## config.mk

```make
export PLATFORM = sky130hd
export DESIGN_NAME = iomem_router
export DESIGN_NICKNAME = d
export VERILOG_FILES = /design/src/rtl/iomem_router_pkg.sv /design/src/rtl/iomem_router_status.sv /design/src/rtl/iomem_router.sv
export SDC_FILE = /design/constraint.sdc
export NUM_CORES = 1
export LEC_CHECK = 0
export CAP_MARGIN = 40
export CELL_PAD_IN_SITES_DETAIL_PLACEMENT = 1
export CELL_PAD_IN_SITES_GLOBAL_PLACEMENT = 1
export CORE_ASPECT_RATIO = 1.75
export CORE_MARGIN = 4
export CORE_UTILIZATION = 25
export DETAILED_ROUTE_END_ITERATION = 10
export GPL_ROUTABILITY_DRIVEN = 0
export PLACE_DENSITY = 0.73
export SYNTH_ARGS = -nofsm -noshare
export SYNTH_HDL_FRONTEND = slang
export SYNTH_HIERARCHICAL = 1
export SYNTH_SLANG_ARGS = --single-unit
```

## constraint.sdc

```tcl
create_clock -name clk -period 2.6 [get_ports clk]
set_input_delay 0.65 -clock clk [delete_from_list [all_inputs] [get_ports clk]]
set_output_delay 0.65 -clock clk [all_outputs]
set_load 0.05 [all_outputs]
```

## src/rtl/iomem_router_pkg.sv

```systemverilog
// iomem_router_pkg: FSM states, slot map, status offsets and address routing shared by the router
package iomem_router_pkg;

    typedef enum logic [2:0] {IDLE, ACCESS, INTERNAL, ERROR, DONE} state_t;

    localparam logic [2:0] SLOT_GPIO   = 3'd3;
    localparam logic [2:0] SLOT_AUDIO  = 3'd4;
    localparam logic [2:0] SLOT_VIDEO  = 3'd5;
    localparam logic [2:0] SLOT_STATUS = 3'd6;
    localparam logic [2:0] SLOT_I2C    = 3'd7;

    localparam logic [23:0] OFS_ERR_COUNT = 24'h00_0000;
    localparam logic [23:0] OFS_LAST_ERR  = 24'h00_0004;

    function automatic state_t route(input logic [31:0] addr);
        return (addr[31:27] != 5'd0) ? ERROR :
               (addr[26:24] == SLOT_STATUS) ? INTERNAL :
               (addr[26:24] inside {SLOT_GPIO, SLOT_AUDIO, SLOT_VIDEO, SLOT_I2C}) ? ACCESS : ERROR;
    endfunction

endpackage

```

## src/rtl/iomem_router_status.sv

```systemverilog
// iomem_router_status: saturating error counter, last error address and error interrupt
module iomem_router_status (
    input  logic        clk,
    input  logic        resetn,
    input  logic        log_err,
    input  logic        clr,
    input  logic [31:0] err_addr,
    output logic [15:0] err_count,
    output logic [31:0] last_err_addr,
    output logic        err_irq
);

    always_ff @(posedge clk or negedge resetn) begin
        if (!resetn) begin
            err_count     <= '0;
            last_err_addr <= '0;
        end else if (clr) begin
            err_count <= '0;
        end else if (log_err) begin
            err_count     <= err_count + 16'(err_count != 16'hFFFF);
            last_err_addr <= err_addr;
        end
    end

    assign err_irq = err_count != 16'h0;

endmodule

```

## src/rtl/iomem_router.sv

```systemverilog
// iomem_router: routes CPU iomem transactions to one-hot slave slots with timeout and error status
module iomem_router
    import iomem_router_pkg::*;
#(
    parameter int          TIMEOUT   = 255,
    parameter logic [31:0] ERR_RDATA = 32'hDEAD_BEEF
) (
    input  logic         clk,
    input  logic         resetn,
    input  logic         m_valid,
    output logic         m_ready,
    input  logic [3:0]   m_wstrb,
    input  logic [31:0]  m_addr,
    input  logic [31:0]  m_wdata,
    output logic [31:0]  m_rdata,
    output logic [7:0]   s_valid,
    input  logic [7:0]   s_ready,
    input  logic [255:0] s_rdata,
    output logic [31:0]  s_addr,
    output logic [31:0]  s_wdata,
    output logic [3:0]   s_wstrb,
    output logic         err_irq
);

    state_t      state, state_nxt;
    logic [2:0]  slot_q;
    logic [15:0] cnt_q;
    logic        hit, expire, resp, log_err, clr;
    logic [23:0] ofs;
    logic [31:0] slot_rdata, stat_rdata, rdata_nxt, last_err_addr;
    logic [15:0] err_count;

    assign s_addr     = m_addr;
    assign s_wdata    = m_wdata;
    assign s_wstrb    = m_wstrb;
    assign ofs        = m_addr[23:0];
    assign s_valid    = (state == ACCESS) ? 8'b1 << slot_q : 8'h0;
    assign hit        = s_ready[slot_q];
    assign expire     = cnt_q == 16'(TIMEOUT - 1);
    assign slot_rdata = s_rdata[{slot_q, 5'd0} +: 32];
    assign stat_rdata = (ofs == OFS_ERR_COUNT) ? {16'h0, err_count} :
                        (ofs == OFS_LAST_ERR)  ? last_err_addr : 32'h0;

    // a completing slave wins over a timeout expiring in the same cycle
    always_comb begin
        state_nxt = state;
        resp      = 1'b0;
        log_err   = 1'b0;
        clr       = 1'b0;
        rdata_nxt = ERR_RDATA;
        case (state)
            IDLE:     state_nxt = m_valid ? route(m_addr) : IDLE;
            ACCESS: begin
                resp      = hit || expire;
                log_err   = !hit && expire;
                rdata_nxt = hit ? slot_rdata : ERR_RDATA;
                state_nxt = (hit || expire) ? DONE : ACCESS;
            end
            INTERNAL: begin
                resp      = 1'b1;
                rdata_nxt = stat_rdata;
                clr       = (ofs == OFS_ERR_COUNT) && (m_wstrb != 4'h0);
                state_nxt = DONE;
            end
            ERROR: begin
                resp      = 1'b1;
                log_err   = 1'b1;
                state_nxt = DONE;
            end
            default:  state_nxt = IDLE;
        endcase
    end

    always_ff @(posedge clk or negedge resetn) begin
        if (!resetn) begin
            state   <= IDLE;
            slot_q  <= '0;
            cnt_q   <= '0;
            m_ready <= 1'b0;
            m_rdata <= '0;
        end else begin
            state   <= state_nxt;
            cnt_q   <= (state == ACCESS) ? cnt_q + 16'd1 : 16'd0;
            m_ready <= resp;
            if (resp) m_rdata <= rdata_nxt;
            if (state == IDLE && m_valid) slot_q <= m_addr[26:24];
        end
    end

    iomem_router_status u_status (
        .clk           (clk),
        .resetn        (resetn),
        .log_err       (log_err),
        .clr           (clr),
        .err_addr      (m_addr),
        .err_count     (err_count),
        .last_err_addr (last_err_addr),
        .err_irq       (err_irq)
    );

endmodule

```

==> results of run 1 <==
-- cells by family (layout without fill, tap and decap cells) --
| family | count (synthesis) | after routing |
|---|---|---|
| multiplexers | 166 | 166 |
| XOR/XNOR | 14 | 14 |
| adder cells (fa/ha/maj) | 4 | 4 |
| buffers and inverters | 123 | 494 |
| AO/OA/AOI/OAI | 106 | 106 |
| other | 0 | 1 |
| flip-flops | 103 | 103 |
| AND/OR/NAND/NOR | 142 | 142 |
-- layer usage --
layer / vias up / wire length [um] / track usage
li1: 3193 / - / -
met1: 3490 / 11410 / 0.2048
met2: 263 / 20080 / 0.4127
met3: 65 / 1669 / 0.03590
met4: 0 / 1427 / 0.08151
met5: - / 0 / 0
-- Yosys cell counts, drive strengths merged, types with 7 or more instances --
library cell	count
o22ai	16
mux2i	81
o31ai	7
nand2	12
o21ai	7
a221oi	9
a2bb2oi	9
mux4	46
nand4	13
nor2b	8
xor2	8
clkbuf	13
a21oi	12
a221o	7
nor4	16
nand3	15
dfrtp	103
nor3	8
a22oi	19
mux2	39
or3	7
buf	102
o22a	13
inv	8
nor2	41
-- final cells by class --
type / count / area [sq um]
timing repair buffer: 470 / 5030
clock inverter: 7 / 92.59
clock buffer: 9 / 225.2
tap: 382 / 478.0
sequential: 103 / 2584
antenna: 1 / 2.502
inverter: 8 / 30.03
multi-input combinational: 432 / 4185
fill: 3155 / 16760
-- power by group --
group	leakage (uW)	switching, uW	internal, uW
Sequential	0.00128	479	2180
Clock	0.000148	695	772
Combinational	0.00367	3580	3240
-- state kept, by name, summed over array words and instances (netlist names) --
register / cells
m_ready: 1
m_rdata: 32
slot_q: 3
u_status/last_err_addr: 32
cnt_q: 16
u_status/err_count: 16
state: 3
-- critical path, stage by stage (launching register included) --
cell and delay, ns:
dfrtp_1 0.44, nand2b_1 0.26, nor2_2 0.22, nand2_1 0.19, nor2_1 0.24, buf_12 0.17
-- per-stage QoR --
step | setup TNS [ns] | worst slack, ns | power (uW) | hold slack [ns]
after CTS | -0.01858 | -0.01329 | 11120 | 0.2185
after floorplan | -0.05399 | -0.04885 | 7140 | 0.3544
after global routing | -0.2366 | -0.03075 | 11610 | 0.2188
final | 0 | 0.08549 | 10940 | 0.2088
after detailed placement | -32.35 | -0.7197 | 9608 | 0.4788
after global placement | -32.60 | -0.6989 | 9469 | 0.4590
-- what timing repair did --
action / 4_1_cts / 5_1_grt
gates cloned: 0 / 0
endpoints found under the setup margin: 51 / 43
setup buffers: 0 / 1
gates resized for setup: 6 / 11
pin swaps: 1 / 1
-- worst max-delay path by stage --
| stage | from | end | slack, ns | cells past startpoint |
|---|---|---|---|---|
| after detailed placement | m_addr[5] | u_status/last_err_addr[5]$_DFFE_PN0P_ | -0.72 | 7 |
| after global placement | m_addr[13] | u_status/last_err_addr[5]$_DFFE_PN0P_ | -0.70 | 6 |
| after CTS | cnt_q[0]$_DFF_PN0_ | u_status/err_count[12]$_DFFE_PN0P_ | -0.01 | 10 |
| final | state[2]$_DFF_PN0_ | s_valid[6] | 0.09 | 5 |
| after global routing | state[2]$_DFF_PN0_ | s_valid[3] | -0.03 | 5 |
| after floorplan | slot_q[0]$_DFFE_PN0P_ | s_valid[0] | -0.05 | 6 |
==> metrics.cfg, run 1 <==
[drt]
drc=0
post_drt_wl_per_cell_um=24.50
num_vias=7011
wirelength_um=34590
drtPass1Iterations=4
drt_iter0_drc=278
via_per_inst=4.965
postRouteAntennaNets=0

[layout]
layout_commonest_cell=clkdlybuf4s50_1
mostFrequentLayoutCells=clkdlybuf4s50_1 (334), dfrtp_1 (100), mux2i_1 (81), buf_4 (80), buf_12 (52)
nNetsFinal=1363
layout-drive-gt1-share=0.2595
instances_no_fill=1412
fin_util=0.4296
finish.instance_area_sq_mm=0.01263
area_delta_synth_final_pct=69.41

[power_and_ir_drop]
p_per_area_mw_per_mm2=866.6
leakagePower_uw=0.005098
peakVddDrop_mv=0.9674

[logic_synthesis]
yosys-mux-area-fraction=0.3067
seq_area_frac_synth=0.3458
ys_ff_latch=103
yosys-top-cells-area=dfrtp_1 (35%), mux4_2 (14%), mux2i_1 (11%)
yosysTopAreaCellShare=0.3458
synth_compound_area_frac=0.1083
synth.largest_area_cell=dfrtp_1
synth-main-ff-cell=dfrtp_1
synth_fa_ha_area_frac=0.006715
syn_nets=997
async_flop_share=1.000
synth-edff-count=0
yosys_warnings=6
synth_top_family_by_area=multiplexers
netlist_instances=658
ys_types=53
netlist_area_sq_mm=0.007453
postSynthAreaPerCell_sq_um=11.33
synth_xor_area_frac=0.01645
yosys.area_share.simple=0.1079

[run]
drv_cap=0

[worst_setup_path]
r2r_slack_ns=0.12
crit_required_ns=1.95
r2r-start=cnt_q[12]$_DFF_PN0_
criticalPathCategory=register to primary output
path_max_fanout=4
arrival_ns=1.86
start_kind=register
r2r_cells=9
cp-end-kind=primary output
rr_endpoint=u_status/err_count[9]$_DFFE_PN0P_

[clock_network]
clkLatencyLatePin_ns=0.36
tritoncts=yes
cts-root-buf=clkbuf_16
clock_path_buffers=2
cts_hold_buf=0
cts_inserted_buffers=9
clock-sinks=103
clk_pin_slew_ns=0.08
h-tree-depth=3

[placed_design]
place_area_sq_mm=0.01221
portBuffers=380
placed_cells=1394
hpwl_um=29120

[timing]
clock_skew_ns=0.01600
rsz0062_at_grt=true
slew_headroom=0.5438
fmax_mhz=397.7
post-route-period-util=0.9671
slew_viol_final=0
setup_violations=0
worst_slew_pin_slew_ns=0.6843
min_period_ns=2.515
hold_viol_final=0

[global_routing]
grt_max_degree=57
grt_antenna_before_repair=1
grt_pass1_vias=7853
grt_usage=0.2058
grt_overflow_total=0
grt_pass1_wl_um=50780

[floorplan]
pin_count=445
fp.dieArea_sq_mm=0.03275
core-area_sq_mm=0.02939
initial_core_util=0.2536
row_count=83
die_h_um=236.4
die_w_um=138.5

[outcome]
status=completed

[hold_path]
hold_path.class=primary input to async pin

No activity file was read; power rests on OpenSTA's default activity.
==> inputs of run 2 (changes only) <==
Settings changed: ABC_AREA set to 1, CORE_UTILIZATION 25 to 24, PLACE_DENSITY 0.73 to 0.75, SETUP_SLACK_MARGIN set to 0.3.
==> metrics.cfg, run 2 <==
[global_routing]
grt_max_degree=54
grt_pass1_vias=10980
grt_usage=0.2125
grt_pass1_wl_um=63310
grt_antenna_before_repair=4
grt_overflow_total=0

[floorplan]
row_count=90
core-area_sq_mm=0.03468
initial_core_util=0.2443
fp.dieArea_sq_mm=0.03850
die_h_um=256.6
die_w_um=150.0
pin_count=445

[logic_synthesis]
seq_area_frac_synth=0.3041
netlist_area_sq_mm=0.008474
yosysTopAreaCellShare=0.3041
postSynthAreaPerCell_sq_um=6.141
async_flop_share=1.000
yosysMostFrequentCell=nand2_1
yosys-top-cells-area=dfrtp_1 (30%), nand2_1 (24%), nand3_1 (7.2%)
synth-main-ff-cell=dfrtp_1
syn_nets=1719
synth-edff-count=0
netlist_instances=1380
ys_types=35
synth_common_cells=nand2_1 (542), nor2_1 (157), inv_1 (146)
ys_ff_latch=103
synth.largest_area_cell=dfrtp_1
yosys_warnings=6

[clock_network]
clock_path_buffers=2
tritoncts=yes
cts-root-buf=clkbuf_16
clk_pin_slew_ns=0.08
cts_inserted_buffers=9
clkLatencyLatePin_ns=0.36
clock-sinks=103
h-tree-depth=3

[power_and_ir_drop]
p_total_uw=12170
p_per_area_mw_per_mm2=870.9
leakagePower_uw=0.006894
peakVddDrop_mv=0.3757

[worst_setup_path]
r2r_cells=11
arrival_ns=2.55
cp_cell_sequence=clkdlybuf4s50_1, inv_1, nand2_2, nor3_4, nand3_2, nor3_4, inv_2, nand2_4, buf_6, buf_16, mux2_2
r2r-start=u_status/err_count[4]$_DFFE_PN0P_
cp-end-kind=register
worst_path_largest_cell_delay_ns=0.42
crit_path_start=m_addr[7]
worst_path_max_delay_cell=clkdlybuf4s50_1
rr_endpoint=u_status/err_count[2]$_DFFE_PN0P_
start_kind=primary input
endpoint=u_status/last_err_addr[10]$_DFFE_PN0P_
crit_required_ns=2.85
crit_top_cell=nor3_4
path_max_fanout=6
criticalPathCategory=primary input to register
r2r_slack_ns=0.31

[layout]
mostFrequentLayoutCells=nand2_1 (527), clkdlybuf4s50_1 (315), inv_1 (143), nor2_1 (136), nand3_1 (116)
layout-drive-gt1-share=0.1550
area_delta_synth_final_pct=64.85
layout_commonest_cell=nand2_1
instances_no_fill=2210
fin_util=0.4028
nNetsFinal=2083
finish.instance_area_sq_mm=0.01397
largest_registers=m_rdata x32, u_status/last_err_addr x32
fill_cells=4380

[outcome]
status=completed

[timing]
setup_violations=0
worst_slew_pin_slew_ns=0.6095
min_period_ns=2.302
slew_viol_final=0
rsz0062_at_grt=true
slew_headroom=0.5924
post-route-period-util=0.8853
hold_viol_final=0
clock_skew_ns=0.01020
fmax_mhz=434.4

[drt]
num_vias=10290
via_per_inst=4.657
drc=0
postRouteAntennaNets=0
drt_iter0_drc=433
drtPass1Iterations=5
wirelength_um=43110
post_drt_wl_per_cell_um=19.51

[run]
drv_cap=0

[placed_design]
hpwl_um=34260
portBuffers=380
place_area_sq_mm=0.01305
placed_cells=2164

[hold_path]
hold_path.class=primary input to async pin

run 2: cell count changes after synthesis, sizes merged, moves of 11 or more:
cell,delta
o22ai,-11
mux2i,-81
mux4,-46
a21oi,+36
nand3b,+17
o21ai,+11
nand2,+535
inv,+143
nand3,+107
a22oi,-19
o22a,-13
nor2,+121
run 2: worst min path at each step:
stage          cells past startpoint                      end                     from  slack (ns)
3_5_place_dp                       2   m_rdata[8]$_DFFE_PN0P_   m_rdata[8]$_DFFE_PN0P_        0.47
4_1_cts                            1  m_rdata[21]$_DFFE_PN0P_                   resetn        0.22
5_1_grt                            1  m_rdata[19]$_DFFE_PN0P_                   resetn        0.24
2_1_floorplan                      0       cnt_q[0]$_DFF_PN0_                   resetn        0.35
3_3_place_gp                       2  m_rdata[29]$_DFFE_PN0P_  m_rdata[29]$_DFFE_PN0P_        0.46
6_report                           1  m_rdata[21]$_DFFE_PN0P_                   resetn        0.21
run 2: per-layer routing:
layer,vias to the layer above,wire [um],track usage,part of all wire
met4,2,2715,0.1191,0.063
met3,120,2443,0.03834,0.057
li1,4927,-,-,-
met5,-,19,0,0.00044
met2,336,22160,0.3814,0.51
met1,4906,15770,0.2308,0.37
run 2: cells by family after synthesis:
| kind of cell | share of synthesized area |
|---|---|
| buffers and inverters | 0.1643 |
| adder cells (fa/ha/maj) | 0.005906 |
| AND/OR/NAND/NOR | 0.4347 |
| flip-flops | 0.3041 |
| XOR/XNOR | 0.001034 |
| multiplexers | 0.04252 |
| AO/OA/AOI/OAI | 0.04739 |
run 2: repair_timing:
action | CTS | global route
gates resized for setup | 44 | 64
cloned | 3 | 1
setup endpoints to repair | 55 | 84
pin swaps | 13 | 27
hold buffers | 0 | 0
buffers inserted | 16 | 9
run 2: final cells by class:
class | instances | area (sq um) | share of cell area
timing repair buffer | 480 | 5141 | 0.3680
tap | 460 | 575.6 | 0.04120
multi-input combinational | 997 | 4783 | 0.3424
clock inverter | 5 | 63.81 | 0.004568
inverter | 153 | 576.8 | 0.04129
antenna | 2 | 5.005 | 0.0003583
sequential | 103 | 2585 | 0.1850
clock buffer | 10 | 239.0 | 0.01711
run 2: through the flow:
step | TNS, ns | hold slack [ns] | setup slack (ns)
2_1_floorplan | 0 | 0.3544 | 0.1765
3_3_place_gp | -8.479 | 0.4648 | -0.2375
6_report | 0 | 0.2105 | 0.2982
5_1_grt | 0 | 0.2393 | 0.1620
4_1_cts | 0 | 0.2208 | 0.3012
3_5_place_dp | -11.69 | 0.4686 | -0.3126
run 2: worst max-delay path: cells and delay by family:
| family | cells | cell delay, ns |
|---|---|---|
| buf+inv | 5 | 0.83 |
| mux | 1 | 0.35 |
| simple gates | 5 | 0.71 |
run 2: power by group:
| group | internal [uW] | total [uW] | leakage (uW) | switching (uW) |
|---|---|---|---|---|
| combinational | 2970 | 8050 | 0.00549 | 5090 |
| clock | 781 | 1440 | 0.000151 | 663 |
| sequential | 2210 | 2670 | 0.00125 | 458 |
| total | 5960 | 12200 | 0.00689 | 6210 |
==> inputs of run 3 (changes only) <==
Settings changed: SYNTH_HIERARCHICAL 1 to unset.
==> metrics.cfg, run 3 <==
[floorplan]
core-area_sq_mm=0.03591
initial_core_util=0.2425
pin_count=445
fp.dieArea_sq_mm=0.03953
row_count=92
die_w_um=152.0
die_h_um=260.0

[global_routing]
grt_usage=0.2171
grt_overflow_total=0
grt_antenna_before_repair=1
grt_max_degree=76
grt_pass1_wl_um=67230
grt_pass1_vias=11320

[worst_setup_path]
crit_required_ns=1.95
criticalPathCategory=register to primary output
cp_cell_sequence=nor4_4, nand4_1, buf_6
crit_family=simple AND/OR/NAND/NOR gates
arrival_ns=1.62
cp-end-kind=primary output
path_max_fanout=6
worst-path-buf-inv=1
worst_path_largest_cell_delay_ns=0.50
worst_path_max_delay_cell=dfrtp_1
start_kind=register

[clock_network]
clock_path_buffers=2
cts-root-buf=clkbuf_16
clock-sinks=103
tritoncts=yes
cts_inserted_buffers=9
cts_hold_buf=0
clkLatencyLatePin_ns=0.35
h-tree-depth=3
clk_pin_slew_ns=0.06

[power_and_ir_drop]
p_sw_uw=6401
peakVddDrop_mv=0.3737
p_comb_frac=0.669
p_int_uw=5514
switching_share=0.5372
leakagePower_uw=0.006677
p_per_area_mw_per_mm2=869.6
p_seq_frac=0.224
clkPwrFrac=0.106

[timing]
rsz0062_at_grt=true
post-route-period-util=0.8714
worst_slew_pin_slew_ns=0.6600
clock_skew_ns=0.008706
setup_violations=0
slew_viol_final=0
min_period_ns=2.266
finalWorstSetupSlack_ns=0.3344
hold_viol_final=0
fmax_mhz=441.4
slew_headroom=0.5593

[drt]
post_drt_wl_per_cell_um=19.58
wirelength_um=44510
via_per_inst=4.692
num_vias=10670
drc=0
drtPass1Iterations=4
postRouteAntennaNets=0
drt_iter0_drc=495

[logic_synthesis]
yosys_warnings=0
synth_common_cells=nand2_1 (581), nor2_1 (205), nand3_1 (141)
async_flop_share=1.000
yosysTopAreaCellShare=0.2959
yosys-top-cells-area=dfrtp_1 (30%), nand2_1 (25%), nor2_1 (8.8%)
synth.largest_area_cell=dfrtp_1
yosysMostFrequentCell=nand2_1
ys_types=31
syn_nets=1816
postSynthAreaPerCell_sq_um=5.898
netlist_instances=1477
ys_ff_latch=103
netlist_area_sq_mm=0.008711
seq_area_frac_synth=0.2959
synth-edff-count=0
synth-main-ff-cell=dfrtp_1

[layout]
nNetsFinal=2137
fill_cells=4544
layout_commonest_cell=nand2_1
largest_registers=m_rdata x32, u_status.last_err_addr x32
finish.instance_area_sq_mm=0.01370
seq_area_sq_mm=0.002585
multiInputGateArea_sq_mm=0.004856
area_delta_synth_final_pct=57.31
fin_util=0.3816
layout-drive-gt1-share=0.1010
mostFrequentLayoutCells=nand2_1 (574), clkdlybuf4s50_1 (321), nor2_1 (193), nand3_1 (141), inv_1 (127)

[placed_design]
pre_cts_ws_ns=-0.1238
place_area_sq_mm=0.01315
portBuffers=380
hpwl_um=36610

[outcome]
status=completed

[run]
drv_cap=0

[hold_path]
hold_path.class=primary input to async pin

[run 3: final cells by class]
type,instances,share of cell area
Sequential cell,103,0.1886
Multi-Input combinational cell,1100,0.3544
Timing Repair Buffer,452,0.3577
Inverter,132,0.03698
Antenna cell,1,0.0001826
Tap cell,470,0.04291
Clock inverter,4,0.002191
Clock buffer,11,0.01698
[run 3: power by group through the flow]
stage          Sequential [uW]  Combinational (uW)  Clock (uW)
3_3_place_gp              2700                7760           0
2_1_floorplan             3290                4180           0
3_5_place_dp              2710                7910           0
4_1_cts                   2670                8000        1310
6_report                  2670                7970        1270
5_1_grt                   2750                8800        1360
[run 3: per-layer routing]
layer	GRT usage	wire [um]	vias to the layer above
li1	-	-	5162
met1	0.2326	16490	5096
met2	0.4191	24230	309
met3	0.02681	1626	99
met4	0.09998	2163	0
met5	0	0	-
[run 3: cell families (layout without fill, tap and decap cells)]
family | Yosys count | count (layout) | synth area share
AND/OR/NAND/NOR | 993 | 993 | 0.4716
XOR/XNOR | 11 | 11 | 0.01106
AO/OA/AOI/OAI | 92 | 92 | 0.05559
other | 0 | 1 | 0
adder cells (fa/ha/maj) | 4 | 4 | 0.005746
buffers and inverters | 274 | 599 | 0.1602
flip-flops | 103 | 103 | 0.2959
[run 3: per-stage QoR]
step           hold WS, ns  cells  TNS (ns)  power [uW]
3_5_place_dp        0.4734   2245    -1.254       10610
6_report            0.2873   2273         0       11920
2_1_floorplan       0.3544   1477         0        7475
3_3_place_gp        0.4675   2245   -0.2149       10450
4_1_cts             0.2976   2265         0       11980
5_1_grt             0.3266   2273         0       12910
[run 3: final timing paths]
kind / from / end / slack, ns / depth (start not counted)
setup / recovery: u_status.err_count[11]$_DFFE_PN0P_ / err_irq / 0.33 / 3
setup reg to reg: u_status.err_count[6]$_DFFE_PN0P_ / u_status.err_count[15]$_DFFE_PN0P_ / 0.41 / 12
max in group asynchronous: resetn / slot_q[2]$_DFFE_PN0P_ / 1.72 / 2
min in group clk: m_rdata[29]$_DFFE_PN0P_ / m_rdata[29]$_DFFE_PN0P_ / 0.49 / 2
hold reg to reg: m_rdata[29]$_DFFE_PN0P_ / m_rdata[29]$_DFFE_PN0P_ / 0.49 / 2
hold / removal: resetn / u_status.last_err_addr[15]$_DFFE_PN0P_ / 0.29 / 1
[run 3: repair_timing]
| item | CTS | global route |
|---|---|---|
| setup endpoints to repair | 34 | 89 |
| pin swaps | 2 | 1 |
| gates resized for setup | 22 | 34 |
| setup buffers | 5 | 6 |
| endpoints found under the hold margin | 0 | 0 |
| cloned | 0 | 1 |
[run 3: worst register-to-register path: stages, from the launching register on]
cell and delay [ns]:
dfrtp_2 0.44, nand2_1 0.13, nor4_2 0.34, nand3_1 0.15
ha_1 0.20, nand2_1 0.13, nor2_2 0.07, nand2_1 0.17
nor2_1 0.11, nand2_1 0.08, xor2_1 0.14, nand3_1 0.08
o21ai_1 0.08
